File: config.mk
export PLATFORM = sky130hd
export DESIGN_NAME = hazard_ctrl_flat
export DESIGN_NICKNAME = d
export VERILOG_FILES = /design/src/rtl/pipe_defs.sv /design/src/rtl/hazard_ctrl_if.sv /design/src/rtl/md_busy_fsm.sv /design/src/rtl/hazard_ctrl.sv /design/src/flat_wrapper.sv
export SDC_FILE = /design/constraint.sdc
export NUM_CORES = 1
export LEC_CHECK = 0
export ABC_AREA = 1
export CAP_MARGIN = 30
export CORE_AREA = 2 2 52 54
export DETAILED_ROUTE_END_ITERATION = 7
export DIE_AREA = 0 0 54 56
export GPL_TIMING_DRIVEN = 1
export PLACE_DENSITY_LB_ADDON = 0.1
export SYNTH_ARGS = -nofsm -noshare
export SYNTH_HDL_FRONTEND = slang
export SYNTH_SLANG_ARGS = --single-unit
File: constraint.sdc
create_clock -name CLK -period 1.1 [get_ports CLK]
set_clock_uncertainty 0.05 [all_clocks]
set_input_delay 0.11 -clock CLK [delete_from_list [all_inputs] [get_ports CLK]]
set_output_delay 0.11 -clock CLK [all_outputs]
set_load 0.01 [all_outputs]
File: src/rtl/pipe_defs.sv
// Shared pipeline definitions: hazard timing codes, register numbers, HI/LO FSM encoding.
// Pure declarations, no logic and no latency.
// No flow control here.
package pipe_defs;

  // A Tuse of 3 means the operand is never read.
  localparam logic [1:0] TUSE_NONE = 2'd3;

  // Writes to $0 are discarded, so $0 never carries a dependency.
  localparam logic [4:0] REG_ZERO = 5'd0;

  // Default HI/LO unit latencies and counter width.
  localparam int MULT_CYCLES_DEF = 5;
  localparam int DIV_CYCLES_DEF  = 10;
  localparam int CNT_W_DEF       = 4;

  typedef enum logic {
    MD_IDLE = 1'b0,
    MD_BUSY = 1'b1
  } md_state_t;

  // A D-stage source is hazardous when a later-stage producer writes the same
  // non-zero register and its result arrives after D needs the operand.
  function automatic logic reg_hazard(input logic [4:0] src,
                                      input logic [1:0] tuse,
                                      input logic [4:0] dst,
                                      input logic [1:0] tnew);
    return (src != REG_ZERO) && (tuse != TUSE_NONE) && (src == dst) && (tuse < tnew);
  endfunction

endpackage

File: src/rtl/hazard_ctrl_if.sv
// Bundle between the pipeline decode/stage registers and the hazard controller.
// Wires only, zero latency.
// Stall outputs are the only flow control; no handshake of its own.
interface hazard_ctrl_if #(
  parameter int CNT_W = 4
);
  logic [4:0]       rs_D;
  logic [4:0]       rt_D;
  logic [1:0]       tuse_rs_D;
  logic [1:0]       tuse_rt_D;
  logic [4:0]       a3_E;
  logic [1:0]       tnew_E;
  logic [4:0]       a3_M;
  logic [1:0]       tnew_M;
  logic             md_use_D;
  logic             md_start_E;
  logic             md_is_div_E;
  logic             stall_PC;
  logic             stall_FD;
  logic             bubble_DE;
  logic             md_busy;
  logic [CNT_W-1:0] md_cnt;

  // Pipeline side: supplies decode/stage info, consumes stall controls.
  modport master (
    output rs_D, rt_D, tuse_rs_D, tuse_rt_D, a3_E, tnew_E, a3_M, tnew_M,
           md_use_D, md_start_E, md_is_div_E,
    input  stall_PC, stall_FD, bubble_DE, md_busy, md_cnt
  );

  // Hazard controller side.
  modport slave (
    input  rs_D, rt_D, tuse_rs_D, tuse_rt_D, a3_E, tnew_E, a3_M, tnew_M,
           md_use_D, md_start_E, md_is_div_E,
    output stall_PC, stall_FD, bubble_DE, md_busy, md_cnt
  );
endinterface

File: src/rtl/md_busy_fsm.sv
// HI/LO multiply/divide busy tracker: IDLE/BUSY FSM with a down-counter.
// Busy asserts the cycle after the start edge and lasts exactly N cycles.
// Starts arriving while busy are ignored; the pipeline stall prevents them.
module md_busy_fsm
  import pipe_defs::*;
#(
  parameter int MULT_CYCLES = MULT_CYCLES_DEF,
  parameter int DIV_CYCLES  = DIV_CYCLES_DEF,
  parameter int CNT_W       = CNT_W_DEF
) (
  input  logic             clk,
  input  logic             rst_n,
  input  logic             md_start,
  input  logic             md_is_div,
  output logic             md_busy,
  output logic [CNT_W-1:0] md_cnt
);

  // Latencies must be non-zero and fit in the counter.
  if (MULT_CYCLES < 1 || MULT_CYCLES > (1 << CNT_W) - 1) begin : g_bad_mult
    $error("md_busy_fsm: MULT_CYCLES out of range for CNT_W");
  end
  if (DIV_CYCLES < 1 || DIV_CYCLES > (1 << CNT_W) - 1) begin : g_bad_div
    $error("md_busy_fsm: DIV_CYCLES out of range for CNT_W");
  end

  localparam logic [CNT_W-1:0] MULT_LOAD = CNT_W'(MULT_CYCLES);
  localparam logic [CNT_W-1:0] DIV_LOAD  = CNT_W'(DIV_CYCLES);
  localparam logic [CNT_W-1:0] CNT_ONE   = CNT_W'(1);

  md_state_t        state_q, state_d;
  logic [CNT_W-1:0] cnt_q, cnt_d;
  logic             busy_q, busy_d;

  // Next-state: load on start from IDLE, count down in BUSY, leave on the last cycle.
  always_comb begin
    state_d = state_q;
    cnt_d   = cnt_q;
    busy_d  = busy_q;
    if (state_q == MD_IDLE) begin
      if (md_start) begin
        state_d = MD_BUSY;
        cnt_d   = md_is_div ? DIV_LOAD : MULT_LOAD;
        busy_d  = 1'b1;
      end
    end else begin
      if (cnt_q == CNT_ONE) begin
        state_d = MD_IDLE;
        cnt_d   = '0;
        busy_d  = 1'b0;
      end else begin
        cnt_d   = cnt_q - CNT_ONE;
      end
    end
  end

  // State registers with synchronous active-low reset.
  always_ff @(posedge clk) begin
    if (!rst_n) begin
      state_q <= MD_IDLE;
      cnt_q   <= '0;
      busy_q  <= 1'b0;
    end else begin
      state_q <= state_d;
      cnt_q   <= cnt_d;
      busy_q  <= busy_d;
    end
  end

  assign md_busy = busy_q;
  assign md_cnt  = cnt_q;

endmodule

File: src/rtl/hazard_ctrl.sv
// Pipeline stall/bubble controller: Tuse/Tnew data hazards plus HI/LO busy interlock.
// Stall outputs are combinational (zero latency); HI/LO state is registered.
// One stall drives PC hold, F/D hold and D/E bubble together.
module hazard_ctrl
  import pipe_defs::*;
#(
  parameter int MULT_CYCLES = MULT_CYCLES_DEF,
  parameter int DIV_CYCLES  = DIV_CYCLES_DEF,
  parameter int CNT_W       = CNT_W_DEF
) (
  input  logic         CLK,
  input  logic         Reset,
  hazard_ctrl_if.slave bus
);

  logic stall_rs;
  logic stall_rt;
  logic stall_md;
  logic stall;
  logic md_busy;

  md_busy_fsm #(
    .MULT_CYCLES (MULT_CYCLES),
    .DIV_CYCLES  (DIV_CYCLES),
    .CNT_W       (CNT_W)
  ) u_md_busy_fsm (
    .clk       (CLK),
    .rst_n     (Reset),
    .md_start  (bus.md_start_E),
    .md_is_div (bus.md_is_div_E),
    .md_busy   (md_busy),
    .md_cnt    (bus.md_cnt)
  );

  // Compare D sources against E/M destinations and fold in the HI/LO interlock.
  always_comb begin
    stall_rs = reg_hazard(bus.rs_D, bus.tuse_rs_D, bus.a3_E, bus.tnew_E) ||
               reg_hazard(bus.rs_D, bus.tuse_rs_D, bus.a3_M, bus.tnew_M);
    stall_rt = reg_hazard(bus.rt_D, bus.tuse_rt_D, bus.a3_E, bus.tnew_E) ||
               reg_hazard(bus.rt_D, bus.tuse_rt_D, bus.a3_M, bus.tnew_M);
    // A start in E counts as busy so the next HI/LO user is held immediately.
    stall_md = bus.md_use_D && (md_busy || bus.md_start_E);
    stall    = stall_rs | stall_rt | stall_md;
  end

  assign bus.stall_PC  = stall;
  assign bus.stall_FD  = stall;
  assign bus.bubble_DE = stall;
  assign bus.md_busy   = md_busy;

endmodule

File: src/flat_wrapper.sv
// flat-port wrapper written by rule: the top's interface ports become plain ports
module hazard_ctrl_flat import pipe_defs::*;
#(
  parameter int MULT_CYCLES = MULT_CYCLES_DEF,
  parameter int DIV_CYCLES  = DIV_CYCLES_DEF,
  parameter int CNT_W       = CNT_W_DEF
)
  (CLK, Reset, bus_rs_D, bus_rt_D, bus_tuse_rs_D, bus_tuse_rt_D, bus_a3_E, bus_tnew_E, bus_a3_M, bus_tnew_M, bus_md_use_D, bus_md_start_E, bus_md_is_div_E, bus_stall_PC, bus_stall_FD, bus_bubble_DE, bus_md_busy, bus_md_cnt);
  hazard_ctrl_if #(.CNT_W(CNT_W)) bus_i ();
  input  logic CLK;
  input  logic Reset;
  input wire logic [$bits(bus_i.rs_D)-1:0] bus_rs_D;
  input wire logic [$bits(bus_i.rt_D)-1:0] bus_rt_D;
  input wire logic [$bits(bus_i.tuse_rs_D)-1:0] bus_tuse_rs_D;
  input wire logic [$bits(bus_i.tuse_rt_D)-1:0] bus_tuse_rt_D;
  input wire logic [$bits(bus_i.a3_E)-1:0] bus_a3_E;
  input wire logic [$bits(bus_i.tnew_E)-1:0] bus_tnew_E;
  input wire logic [$bits(bus_i.a3_M)-1:0] bus_a3_M;
  input wire logic [$bits(bus_i.tnew_M)-1:0] bus_tnew_M;
  input wire logic [$bits(bus_i.md_use_D)-1:0] bus_md_use_D;
  input wire logic [$bits(bus_i.md_start_E)-1:0] bus_md_start_E;
  input wire logic [$bits(bus_i.md_is_div_E)-1:0] bus_md_is_div_E;
  output wire logic [$bits(bus_i.stall_PC)-1:0] bus_stall_PC;
  output wire logic [$bits(bus_i.stall_FD)-1:0] bus_stall_FD;
  output wire logic [$bits(bus_i.bubble_DE)-1:0] bus_bubble_DE;
  output wire logic [$bits(bus_i.md_busy)-1:0] bus_md_busy;
  output wire logic [$bits(bus_i.md_cnt)-1:0] bus_md_cnt;
  assign bus_i.rs_D = bus_rs_D;
  assign bus_i.rt_D = bus_rt_D;
  assign bus_i.tuse_rs_D = bus_tuse_rs_D;
  assign bus_i.tuse_rt_D = bus_tuse_rt_D;
  assign bus_i.a3_E = bus_a3_E;
  assign bus_i.tnew_E = bus_tnew_E;
  assign bus_i.a3_M = bus_a3_M;
  assign bus_i.tnew_M = bus_tnew_M;
  assign bus_i.md_use_D = bus_md_use_D;
  assign bus_i.md_start_E = bus_md_start_E;
  assign bus_i.md_is_div_E = bus_md_is_div_E;
  assign bus_stall_PC = bus_i.stall_PC;
  assign bus_stall_FD = bus_i.stall_FD;
  assign bus_bubble_DE = bus_i.bubble_DE;
  assign bus_md_busy = bus_i.md_busy;
  assign bus_md_cnt = bus_i.md_cnt;
  hazard_ctrl #(.MULT_CYCLES(MULT_CYCLES), .DIV_CYCLES(DIV_CYCLES), .CNT_W(CNT_W)) u_core (.CLK(CLK), .Reset(Reset), .bus(bus_i));
endmodule
==> metrics.yaml, run 1 <==
timing:
  finalHoldViolations: 0
  slew_violations: 0
  finalCriticalPeriod_ns: 1.309
  setup_ws_ns: -0.2087
  post-route-period-util: 1.190
  grt_setup_unrepaired: "true"
  slew_headroom: 0.8600
  tightest_slew_ns: 0.2097
  setup_viol: 8
  fmax_mhz: 764.1
  hold-worst-slack_ns: 0.4958
  finalSetupTns_ns: -0.7757
worst_hold_path:
  hp-start: "bus_md_is_div_E"
  holdPathStages: 3
  min_path_type: "input pin to flop"
critical_path:
  rrSetupSlack_ns: -0.04
  cp.required_ns: 0.94
  cp-end-kind: "output port"
  r2r-start: "u_core.u_md_busy_fsm.md_cnt[1]"
  arrival_ns: 1.15
  critPathKind: "input pin to output port"
  reg2reg_depth: 6
  cp-startpoint: "bus_a3_E[3]"
  worstPathMaxFanout: 3
  crit_path_start_kind: "input pin"
pwr:
  irDropWorstVdd_mv: 1.045
  cellLeakagePower_nw: 0.8165
  power_density_nw_per_um2: 689.2
  design_power_total_w: 0.001105
placement:
  port_buffers: 40
  dpl.hpwl_um: 2274
  routabilityCongestion: 0.8160
grt:
  overflow: 0
  grt_pass1_wl_um: 4264
  grt_pass1_vias: 1010
  grt_usage: 0.1893
  grt_antenna_before_repair: 0
  grt_max_degree: 7
outcome:
  violations: "setup timing"
  status: "finished with violations"
die:
  num_io_pins: 41
  die_h_um: 56
  core_area_um2: 2432
  dieArea_um2: 3024
  initial_core_util: 0.3534
  chipWidth_um: 54
  rows: 18
clock_tree:
  cts_sinks: 6
  clk_path_buf_depth: 2
  cts_tree: "done"
  cts.clk_slew.worst_paths_ns: 0.04
  cts_buffers: 3
  clk_latency_ns: 0.25
  root_buffer: "clkbuf_4"
  htreeDepth: 1
synthesis:
  syn_inst: 153
  syn_area_um2: 859.6
  seq_area_frac_synth: 0.1397
  ys_ff_latch: 6
  syn_nets: 192
  avgSynthCellArea_um2: 5.618
  synth_cell_types: 22
  ys.warnings.count: 0
drt:
  vias: 1094
  drt-total-wl_um: 2628
  drc_errors: 0
  avgViaCountPerCell: 4.502
  drt-initial-drc-count: 21
  avgRoutedWirePerCell_um: 10.81
  drt_first_pass_iters: 4
  ant_nets: 0
final_layout:
  area_delta_synth_final_pct: 86.46
  diodes: 0
  finalNetCount: 253
  multi_input_area_um2: 737.0
  drive_above_1_share: 0.3521
  final-seq-area_um2: 130.1
  final_common_cell: "nand2_1"
  layout.cells.most_common_list: "nand2_1, inv_1, buf_4"
  fill_cells: 240
flow_run:
  drv_cap: 0
==> kinds of logic after synthesis <==
group	share of synthesized area
AOI/OAI and AO/OA	0.1485
xor gates and xnor gates	0.06113
buffers and inverters	0.1616
DFF	0.1397
adders and majority gates	0.08733
and+or+nand+nor	0.4017
==> sequential cells by signal, indices dropped and copies added (netlist names) <==
signal,cells
u_core.u_md_busy_fsm.md_busy,1
u_core.u_md_busy_fsm.state_q,1
u_core.u_md_busy_fsm.md_cnt,4
==> per-stage QoR <==
| step | utilization | cell area, um2 | setup WS, ns | cells |
|---|---|---|---|---|
| after global routing | 0.6590 | 1603 | -0.2862 | 243 |
| after CTS | 0.6404 | 1558 | -0.2017 | 243 |
| after global placement | 0.6193 | 1506 | -1.172 | 239 |
| after detailed placement | 0.6193 | 1506 | -1.214 | 239 |
| after floorplan | - | 955.9 | -0.03116 | 153 |
| final | 0.6590 | 1603 | -0.2087 | 243 |
==> where the power goes <==
group,total (W),switching [W],internal [W]
clock,0.000219,0.0000817,0.000138
sequential,0.000268,0.0000255,0.000243
combinational,0.000617,0.000296,0.000322
==> synthesized netlist by cell type (all sizes together) <==
library cell / n / share of area
inv: 33 / 0.14
ha: 6 / 0.087
nor2: 16 / 0.090
a21oi: 8 / 0.047
nor3b: 1 / 0.015
nand3b: 1 / 0.0087
a21boi: 3 / 0.026
o21bai: 2 / 0.017
nand4: 2 / 0.015
o21ai: 10 / 0.058
xnor2: 2 / 0.020
nand2: 48 / 0.21
nand3: 9 / 0.064
buf: 2 / 0.017
dfxtp: 6 / 0.14
xor2: 4 / 0.041
==> routing by layer <==
| metal | vias up | track usage | part of all wire |
|---|---|---|---|
| met5 | - | 0 | 0 |
| met4 | 0 | 0.03214 | 0 |
| met3 | 0 | 0.05914 | 0.085 |
| met2 | 45 | 0.2979 | 0.46 |
| met1 | 456 | 0.2528 | 0.45 |
| li1 | 593 | - | - |
==> cell type report <==
type                            count  share of cell area
Tap cell                           30             0.02342
Clock buffer                        4             0.01639
Multi-Input combinational cell    112              0.4598
Inverter                           33             0.09133
Timing Repair Buffer               58              0.3279
Sequential cell                     6             0.08119
==> critical path: stages <==
cell and delay, ns:
dlygate4sd2_1 0.24, buf_4 0.13, nand2_1 0.07, nand3_2 0.07, nor2_2 0.11, nand2_1 0.06
nand2_1 0.05, nand2_1 0.07, nand3_2 0.12, buf_6 0.12
==> what timing repair did <==
| action | in CTS | in global routing |
|---|---|---|
| setup endpoints to repair | 13 | 10 |
| pin swaps | 20 | 19 |
| resized for setup | 98 | 23 |
| setup buffers | 0 | 0 |
| hold buffers | 0 | 0 |
==> path summary, 6_finish.rpt <==
path | endpoint
setup / recovery | bus_bubble_DE
hold / removal | u_core.u_md_busy_fsm.md_cnt[3]
setup reg to reg | u_core.u_md_busy_fsm.md_cnt[3]
hold reg to reg | u_core.u_md_busy_fsm.md_busy
Note: power is estimated with default switching activity, not from simulation.
==> inputs of run 2 (changes only) <==
--- a/config.mk
+++ b/config.mk
@@ -9,4 +9,5 @@
 export CAP_MARGIN = 30
 export CORE_AREA = 2 2 52 54
+export CTS_CLUSTER_SIZE = 40
 export DETAILED_ROUTE_END_ITERATION = 7
 export DIE_AREA = 0 0 54 56
==> constraint.sdc (replaced) <==
create_clock -name CLK -period 1.1 [get_ports CLK]
set_clock_uncertainty 0.05 [all_clocks]
set_input_delay 0.22 -clock CLK [delete_from_list [all_inputs] [get_ports CLK]]
set_output_delay 0.22 -clock CLK [all_outputs]
set_load 0.01 [all_outputs]
==> metrics.yaml, run 2 (same netlist as run 1, synthesis figures left out) <==
outcome:
  status: "finished with violations"
  violations: "setup timing"
grt:
  grt_pass1_vias: 1060
  grt_pass1_wl_um: 4422
  grt_usage: 0.1945
  grt_max_degree: 7
  grt_antenna_before_repair: 0
  overflow: 0
clock_tree:
  clk_path_buf_depth: 2
  cts_buffers: 3
  clk_latency_ns: 0.25
  cts_tree: "done"
  cts_sinks: 6
  cts_hold_buf: 0
  htreeDepth: 1
  cts.clk_slew.worst_paths_ns: 0.05
  root_buffer: "clkbuf_4"
final_layout:
  final-seq-area_um2: 130.1
  diodes: 0
  finalNetCount: 254
  drive_above_1_share: 0.4065
  multi_input_area_um2: 743.2
  largest_reg_flops: 4
  layout.cells.most_common_list: "nand2_1, buf_4, inv_1"
  area_delta_synth_final_pct: 86.03
  final_common_cell: "nand2_1"
  fill_cells: 235
placement:
  routabilityCongestion: 0.8106
  preCtsSetupSlack_ns: -1.425
  port_buffers: 40
  dpl.hpwl_um: 2282
critical_path:
  r2r_end: "u_core.u_md_busy_fsm.md_cnt[0]"
  r2r-start: "u_core.u_md_busy_fsm.md_cnt[1]"
  cp-end-kind: "output port"
  crit_path_start_kind: "input pin"
  reg2reg_depth: 6
  arrival_ns: 1.26
  worstSetupEndpoint: "bus_stall_FD"
  cp.required_ns: 0.83
  critPathKind: "input pin to output port"
  worstPathMaxFanout: 3
  cp-startpoint: "bus_tuse_rs_D[1]"
  rrSetupSlack_ns: -0.05
pwr:
  irDropWorstVdd_mv: 0.8987
  clkPwrFrac: 0.209
  p_comb_frac: 0.555
  power_density_nw_per_um2: 704.3
  switchingPower_w: 0.0004226
  p_seq_frac: 0.236
  switching_share: 0.3753
  cellLeakagePower_nw: 0.8292
  intPower_w: 0.0007035
timing:
  fmax_mhz: 655.1
  slew_headroom: 0.8109
  setup_ws_ns: -0.4265
  setup_viol: 8
  slew_violations: 0
  grt_setup_unrepaired: "true"
  hold-worst-slack_ns: 0.3279
  finalHoldViolations: 0
  finalSetupTns_ns: -1.457
  finalCriticalPeriod_ns: 1.526
  post-route-period-util: 1.388
  tightest_slew_ns: 0.2828
drt:
  ant_nets: 0
  avgViaCountPerCell: 4.594
  drt-total-wl_um: 2680
  drc_errors: 0
  vias: 1121
  drt_first_pass_iters: 4
  drt-initial-drc-count: 18
  avgRoutedWirePerCell_um: 10.98
die:
  rows: 18
  core_area_um2: 2432
  dieArea_um2: 3024
  chipWidth_um: 54
  initial_core_util: 0.3534
  die_h_um: 56
  num_io_pins: 41
worst_hold_path:
  min_path_type: "input pin to flop"
flow_run:
  drv_cap: 0
-- run 2: cell types whose count changed in the layout (fill, tap and decap cells not counted), sizes merged --
cell           change
clkdlybuf4s50      -1
clkdlybuf4s15      -4
dlymetal6s2s       +1
clkbuf             +5
dlygate4sd2        -4
buf                +4
-- run 2: stage by stage --
step	instances	total power [W]	utilization	area (um2)
after floorplan	153	0.0005396	-	955.9
after global placement	239	0.0008393	0.6193	1506
after detailed placement	239	0.0008540	0.6193	1506
after CTS	243	0.001101	0.6445	1568
after global routing	244	0.001220	0.6574	1599
final	244	0.001126	0.6574	1599
-- run 2: how the worst min path moves through the flow --
stage	from	to	cells past startpoint
after floorplan	Reset	u_core.u_md_busy_fsm.md_busy	2
after global placement	u_core.u_md_busy_fsm.md_cnt[0]	u_core.u_md_busy_fsm.md_cnt[0]	2
after detailed placement	u_core.u_md_busy_fsm.md_busy	u_core.u_md_busy_fsm.md_busy	3
after CTS	u_core.u_md_busy_fsm.md_busy	u_core.u_md_busy_fsm.md_busy	3
after global routing	bus_md_start_E	u_core.u_md_busy_fsm.md_busy	4
final	bus_md_start_E	u_core.u_md_busy_fsm.md_busy	4
-- run 2: layout make-up --
| type | count | share of cell area |
|---|---|---|
| Multi-Input combinational cell | 112 | 0.4648 |
| Timing Repair Buffer | 59 | 0.3208 |
| Inverter | 33 | 0.09311 |
| Sequential cell | 6 | 0.08138 |
| Tap cell | 30 | 0.02347 |
| Clock buffer | 4 | 0.01643 |
-- run 2: per-layer routing --
metal,global-route usage,part of all wire,vias up
li1,-,-,592
met1,0.2508,0.44,488
met2,0.3240,0.48,39
met3,0.04839,0.071,2
met4,0.03214,0.0056,0
met5,0,0,-
-- run 2: power by group through the flow --
stage	combinational, W	sequential (W)	clock, W
3_3_place_gp	0.000577	0.000262	0
6_report	0.000625	0.000265	0.000235
3_5_place_dp	0.000591	0.000263	0
2_1_floorplan	0.000260	0.000279	0
4_1_cts	0.000592	0.000264	0.000245
5_1_grt	0.000695	0.000268	0.000257
-- run 2: timing repair --
item | in CTS | in global routing
setup buffers | 0 | 1
pin swaps | 22 | 24
resized for setup | 113 | 30
endpoints found under the setup margin | 14 | 12
-- run 2: worst max-delay path, stage by stage --
cell and delay, ns:
buf_4 0.14, ha_4 0.27, o21ai_4 0.06, nand2_2 0.07, nor2_2 0.04, nand2_1 0.06, nand2_1 0.05, nand2_1 0.08
nand3_2 0.13, buf_6 0.15
==> patch 1 (settings of run 1) <==
Make the reset (`rst_n`) asynchronous in one clocked block. Comments in the files are not updated.
--- a/src/rtl/md_busy_fsm.sv
+++ b/src/rtl/md_busy_fsm.sv
@@ -55,7 +55,7 @@
   end
 
   // State registers with synchronous active-low reset.
-  always_ff @(posedge clk) begin
+  always_ff @(posedge clk or negedge rst_n) begin
     if (!rst_n) begin
       state_q <= MD_IDLE;
       cnt_q   <= '0;
Check against the original RTL: differs if Reset is asserted again (counterexample within 4 cycles, from zero or initial values and one cycle with Reset low); with Reset held inactive, the same outputs for 10 cycles.
==> patch 1 against run 1 <==
- the run still ends with setup timing left
- design area is 1.8% lower
- area after synthesis is 1.5% higher
- critical path depth stayed put
- worst setup slack better by 0.014 ns
- register-to-register slack worse by 0.06 ns
- non-clock buffer count stayed put
- global-route usage is 0.29 points lower
- worst hold slack worse by 0.44 ns
- routed wire length is 2.5% higher
- sequential cell count stayed put
Power is not compared: it rests on default switching activity, and its combinational part moved more than twofold at a synthesized area within 25%.
==> patch 1: results (changes against run 1) <==
detailed_routing:
  dr_total_vias: 1118  # was 1,094
  drtIter0Drc: 21  # unchanged
  firstDrtPassIters: 4  # unchanged
  wire_per_inst_um: 11.2  # was 10.8 µm
placed_design:
  placed_cell_area_um2: 1540  # was 1510 µm²
  place_hpwl_um: 2270  # about the same
  pre_cts_slack_ns: -1.13  # was -1.21 ns
  gp_congestion: 0.812  # was 0.816
  place_inst: 237  # was 239
timing:
  worst_slew_pin_slew_ns: 0.304  # was 0.210 ns
  fin_tns_setup_ns: -0.767  # was -0.776 ns
  finalSetupViolCount: 5  # was 8
  finalHoldWorstSlack_ns: 0.0527  # was 0.496 ns
  fin_ws_ns: -0.194  # was -0.209 ns
clocking:
  clk_transition_reported_paths_ns: 0.06  # was 0.04 ns
  htreeDepth: 1  # unchanged
  ctsRootBufferMaster: "clkbuf_4"  # unchanged
  cts_setup_buffers: 0  # unchanged
  clockBufferDepth: 2  # unchanged
  numCtsBuffers: 3  # unchanged
  clock_latency_ns: 0.26
worst_setup_path:
  max_stage_delay_ns: 0.24  # about the same
  cp.arrival_ns: 1.13  # was 1.15 ns
  slowest_stage: "ha_4"  # was dlygate4sd2_1
  cp_top_family: "simple AND/OR/NAND/NOR gates"  # unchanged
  r2r_slack_ns: -0.10  # was -0.04 ns
  cp-startpoint: "bus_tnew_E[1]"  # was bus_a3_E[3]
  path_max_fanout: 3  # unchanged
  r2r-start: "u_core.u_md_busy_fsm.md_cnt[1]"  # unchanged
run_status:
  violations: "setup timing"  # unchanged
  status: "finished, violations left"  # unchanged
global_route:
  grt_pass1_wl_um: 4190  # was 4260 µm
  grt_pass1_vias: 1004  # was 1,010
  grt_max_degree: 7  # unchanged
  antenna_found_initial: 0  # unchanged
  grt_use_total_pct: 18.6  # was 18.9%
logic_synthesis:
  synth_compound_area_share_pct: 16.6  # was 14.8%
  async_flop_share_pct: 100  # was 0%
  ys_warn_count: 0  # unchanged
  synth_edf_count: 0  # unchanged
  postSynthNetCount: 191  # was 192
  synthAdderAreaFrac_pct: 8.61  # was 8.73%
  synthTopCellsByCount: "42 x nand2_1, 32 x inv_1, 15 x nor2_1, 8 x nand3_1, 8 x o21ai_0"  # was 48 x nand2_1, 29 x inv_1, 11 x nor2_1, 8 x a21oi_1, 8 x o21ai_0
  ys_top_cells_by_area: "nand2_1 18%, dfrtp_1 17%, inv_1 14%"  # was nand2_1 21%, dfxtp_1 14%, inv_1 13%
  yosysUniqueCellTypes: 24  # was 22
  synthCells: 152  # was 153
  synthFlopType: "dfrtp_1"  # was dfxtp_1
  synth-xor-area-share_pct: 5.02  # was 6.11%
  seq_area_frac_synth_pct: 17.2  # was 14.0%
cells_and_area:
  diodes: 0  # unchanged
  largest_reg_flops: 4  # unchanged
  instances_no_fill: 241  # was 243
  fill_cells: 248  # was 240
  drive_gt1_share_pct: 37.9  # was 35.2%
  final_nets: 251  # was 253
min_path:
  hold_class: "input pin to async pin"  # was input pin to flop
pwr:
  total_leakage_power_uw: 0.000857
  switching_share_pct: 43.3
  irDropWorstVdd_uv: 1510
## patch 1: cell count changes after synthesis, sizes merged, moves of 2 or more
| cell | change |
|---|---|
| dfxtp | -6 |
| nand2 | -3 |
| dfrtp | +6 |
| a21oi | -6 |
| o21ai | +2 |
| inv | +2 |
## patch 1: final timing paths
kind	to	depth (start not counted)
worst min register to register	u_core.u_md_busy_fsm.md_busy	3
worst max register to register	u_core.u_md_busy_fsm.md_cnt[3]	6
max in group asynchronous	u_core.u_md_busy_fsm.md_cnt[0]	1
min in group CLK	u_core.u_md_busy_fsm.state_q	4
worst min-delay path	u_core.u_md_busy_fsm.state_q	1
worst max-delay path	bus_stall_PC	10
## patch 1: cells by family after synthesis
family	count (synthesis)
AND/OR/NAND/NOR	72
adder cells (fa/ha/maj)	6
flip-flops	6
XOR/XNOR	5
buffers and inverters	39
AO/OA/AOI/OAI	24
## patch 1: final cells by class
cell class	instances	area, µm²	share of cell area (%)
Multi-Input combinational cell	107	711	45.2
Timing Repair Buffer	58	494	31.4
Inverter	36	154	9.78
Sequential cell	6	151	9.62
Tap cell	30	37.5	2.38
Clock buffer	4	26.3	1.67
## patch 1: routing by layer
metal | track usage [%] | vias to the layer above | part of all wire (%)
li1 | - | 587 | -
met1 | 25.1 | 493 | 47
met2 | 28.7 | 36 | 45
met3 | 4.84 | 2 | 7.3
met4 | 5.36 | 0 | 0.78
met5 | 0 | - | 0
## patch 1: what timing repair did
item,CTS,global route
pin swaps,11,16
setup endpoints to repair,10,11
gates resized for setup,91,38
hold buffers,0,0
## patch 1: power groups by stage
stage	registers (µW)	logic, µW	clock network [µW]
final	445	1490	240
after global routing	458	1620	267
after CTS	446	1380	246
after detailed placement	450	1380	0
after global placement	440	1350	0
after floorplan	483	681	0
==> patch 2 (settings of run 1) <==
Without the edit above. `REG_ZERO`: 5'd0 -> 5'd1.
--- a/src/rtl/pipe_defs.sv
+++ b/src/rtl/pipe_defs.sv
@@ -7,7 +7,7 @@
   localparam logic [1:0] TUSE_NONE = 2'd3;
 
   // Writes to $0 are discarded, so $0 never carries a dependency.
-  localparam logic [4:0] REG_ZERO = 5'd0;
+  localparam logic [4:0] REG_ZERO = 5'd1;
 
   // Default HI/LO unit latencies and counter width.
   localparam int MULT_CYCLES_DEF = 5;
Formal check against the unedited RTL: not equivalent (a bounded check fails within 4 cycles, from zero or initial values and one cycle with Reset low).
==> patch 2 against run 1 <==
- the run still ends with setup timing left
- total power shrank 3.7%
- combinational power decreased by 4.2%
- die area stayed put
- clock power shrank 6%
- routed wire length up 2.3%
- sequential share of layout area rose by 0.41 points
- area after synthesis is 1.7% lower
- final cell count shrank 1.6%
- worst setup slack improved by 0.0069 ns
- design area decreased by 4.8%
- sequential cell count did not move
- global-route usage decreased by 0.74 points
- critical endpoint unchanged
- largest power group unchanged
==> patch 2: results (changes against run 1) <==
run_status:
  status: "finished, violations left"  # unchanged
  violations: "setup timing"  # unchanged
global_route:
  grt_pass1_vias: 1040  # was 1,010
  grt_max_degree: 6  # was 7
  grt_use_total_pct: 18.2  # was 18.9%
  antenna_found_initial: 0  # unchanged
  grt_pass1_wl_um: 4170  # was 4260 µm
clocking:
  clk_transition_reported_paths_ns: 0.04  # about the same
  numCtsBuffers: 3  # unchanged
  cts-resized-gates: 81  # was 98
  htreeDepth: 1  # unchanged
  clock_latency_ns: 0.25  # about the same
  cts_setup_buffers: 0  # unchanged
  clockBufferDepth: 2  # unchanged
  ctsRootBufferMaster: "clkbuf_4"  # unchanged
logic_synthesis:
  synth_mux_area_share_pct: 0  # unchanged
  synthCells: 151  # was 153
  async_flop_share_pct: 0  # unchanged
  synthAdderAreaFrac_pct: 8.89  # was 8.73%
  synthFlopType: "dfxtp_1"  # unchanged
  synth-xor-area-share_pct: 4.15  # was 6.11%
  postSynthNetCount: 190  # was 192
  ys_warn_count: 0  # unchanged
  synthTopCellsByCount: "48 x nand2_1, 23 x inv_1, 17 x nor2_1, 7 x inv_2, 7 x nand3_1"  # was 48 x nand2_1, 29 x inv_1, 11 x nor2_1, 8 x a21oi_1, 8 x o21ai_0
  ys_top_cells_by_area: "nand2_1 21%, dfxtp_1 14%, inv_1 10%"  # was nand2_1 21%, dfxtp_1 14%, inv_1 13%
  seq_area_frac_synth_pct: 14.2  # was 14.0%
  synth_compound_area_share_pct: 14.7  # was 14.8%
  yosysUniqueCellTypes: 26  # was 22
placed_design:
  port-buffer-count: 40  # unchanged
  place_inst: 235  # was 239
  place_hpwl_um: 2170  # was 2270 µm
  gp_congestion: 0.821  # was 0.816
cells_and_area:
  final_nets: 250  # was 253
  drive_gt1_share_pct: 36.8  # was 35.2%
  diodes: 0  # unchanged
  largest_reg_flops: 4  # unchanged
worst_setup_path:
  slowest_stage: "ha_4"  # was dlygate4sd2_1
  start_kind: "input pin"  # unchanged
  path_max_fanout: 3  # unchanged
  max_stage_delay_ns: 0.22  # was 0.24 ns
  cp.arrival_ns: 1.14
  cp_top_family: "simple AND/OR/NAND/NOR gates"  # unchanged
detailed_routing:
  firstDrtPassIters: 4  # unchanged
  via_per_inst: 4.56  # was 4.50
  drtIter0Drc: 17  # was 21
  wire_per_inst_um: 11.3  # was 10.8 µm
  dr_total_vias: 1090  # was 1,094
pwr:
  irDropWorstVdd_uv: 831  # was 1050 µV
  switching_share_pct: 36.7  # was 36.5%
  total_leakage_power_uw: 0.000804  # was 0.000816 µW
timing:
  finalSetupViolCount: 7  # was 8
  maxSlewViolCount: 0  # unchanged
  relSlewSlack_pct: 82.7  # was 86.0%
  fin_ws_ns: -0.202  # was -0.209 ns
min_path:
  hold_class: "input pin to flop"  # unchanged
## patch 2: final cells by class
type / instances / area (µm²)
Timing Repair Buffer: 57 / 489
Fill cell: 263 / 907
Clock buffer: 3 / 22.5
Tap cell: 30 / 37.5
Sequential cell: 6 / 130
Inverter: 30 / 133
Multi-Input combinational cell: 113 / 713
## patch 2: per-layer routing
metal | routed length [µm] | part of all wire, % | GRT usage (%) | vias up
met5 | 0 | 0 | 0 | -
li1 | - | - | - | 583
met2 | 1310 | 49 | 29.8 | 34
met4 | 0 | 0 | 2.86 | 0
met1 | 1170 | 44 | 23.7 | 473
met3 | 205 | 7.6 | 5.11 | 0
## patch 2: power by group through the flow
| stage | registers [µW] | clock network, µW | logic (µW) |
|---|---|---|---|
| floorplan | 277 | 0 | 248 |
| global placement | 263 | 0 | 559 |
| detailed placement | 264 | 0 | 567 |
| CTS | 259 | 221 | 544 |
| global route | 270 | 235 | 654 |
| finish | 267 | 206 | 591 |
## patch 2: worst paths after layout
path	cells after the start	slack (ns)	from	end
max	9	-0.20	bus_tuse_rt_D[1]	bus_bubble_DE
min reg2reg	2	0.50	u_core.u_md_busy_fsm.state_q	u_core.u_md_busy_fsm.md_cnt[2]
max reg2reg	6	-0.03	u_core.u_md_busy_fsm.md_cnt[1]	u_core.u_md_busy_fsm.md_cnt[3]
min	3	0.47	bus_md_is_div_E	u_core.u_md_busy_fsm.md_cnt[3]
## patch 2: metrics by stage
step                      worst slack [ns]  TNS, ns  hold WS [ns]  instance area (µm²)
after CTS                           -0.226   -0.700         0.459                 1460
after global routing                -0.284    -1.24         0.497                 1530
after detailed placement             -1.14    -4.28         0.498                 1440
final                               -0.202   -0.697         0.472                 1530
after global placement               -1.12    -4.17         0.494                 1440
after floorplan                    -0.0360  -0.0719         0.165                  907
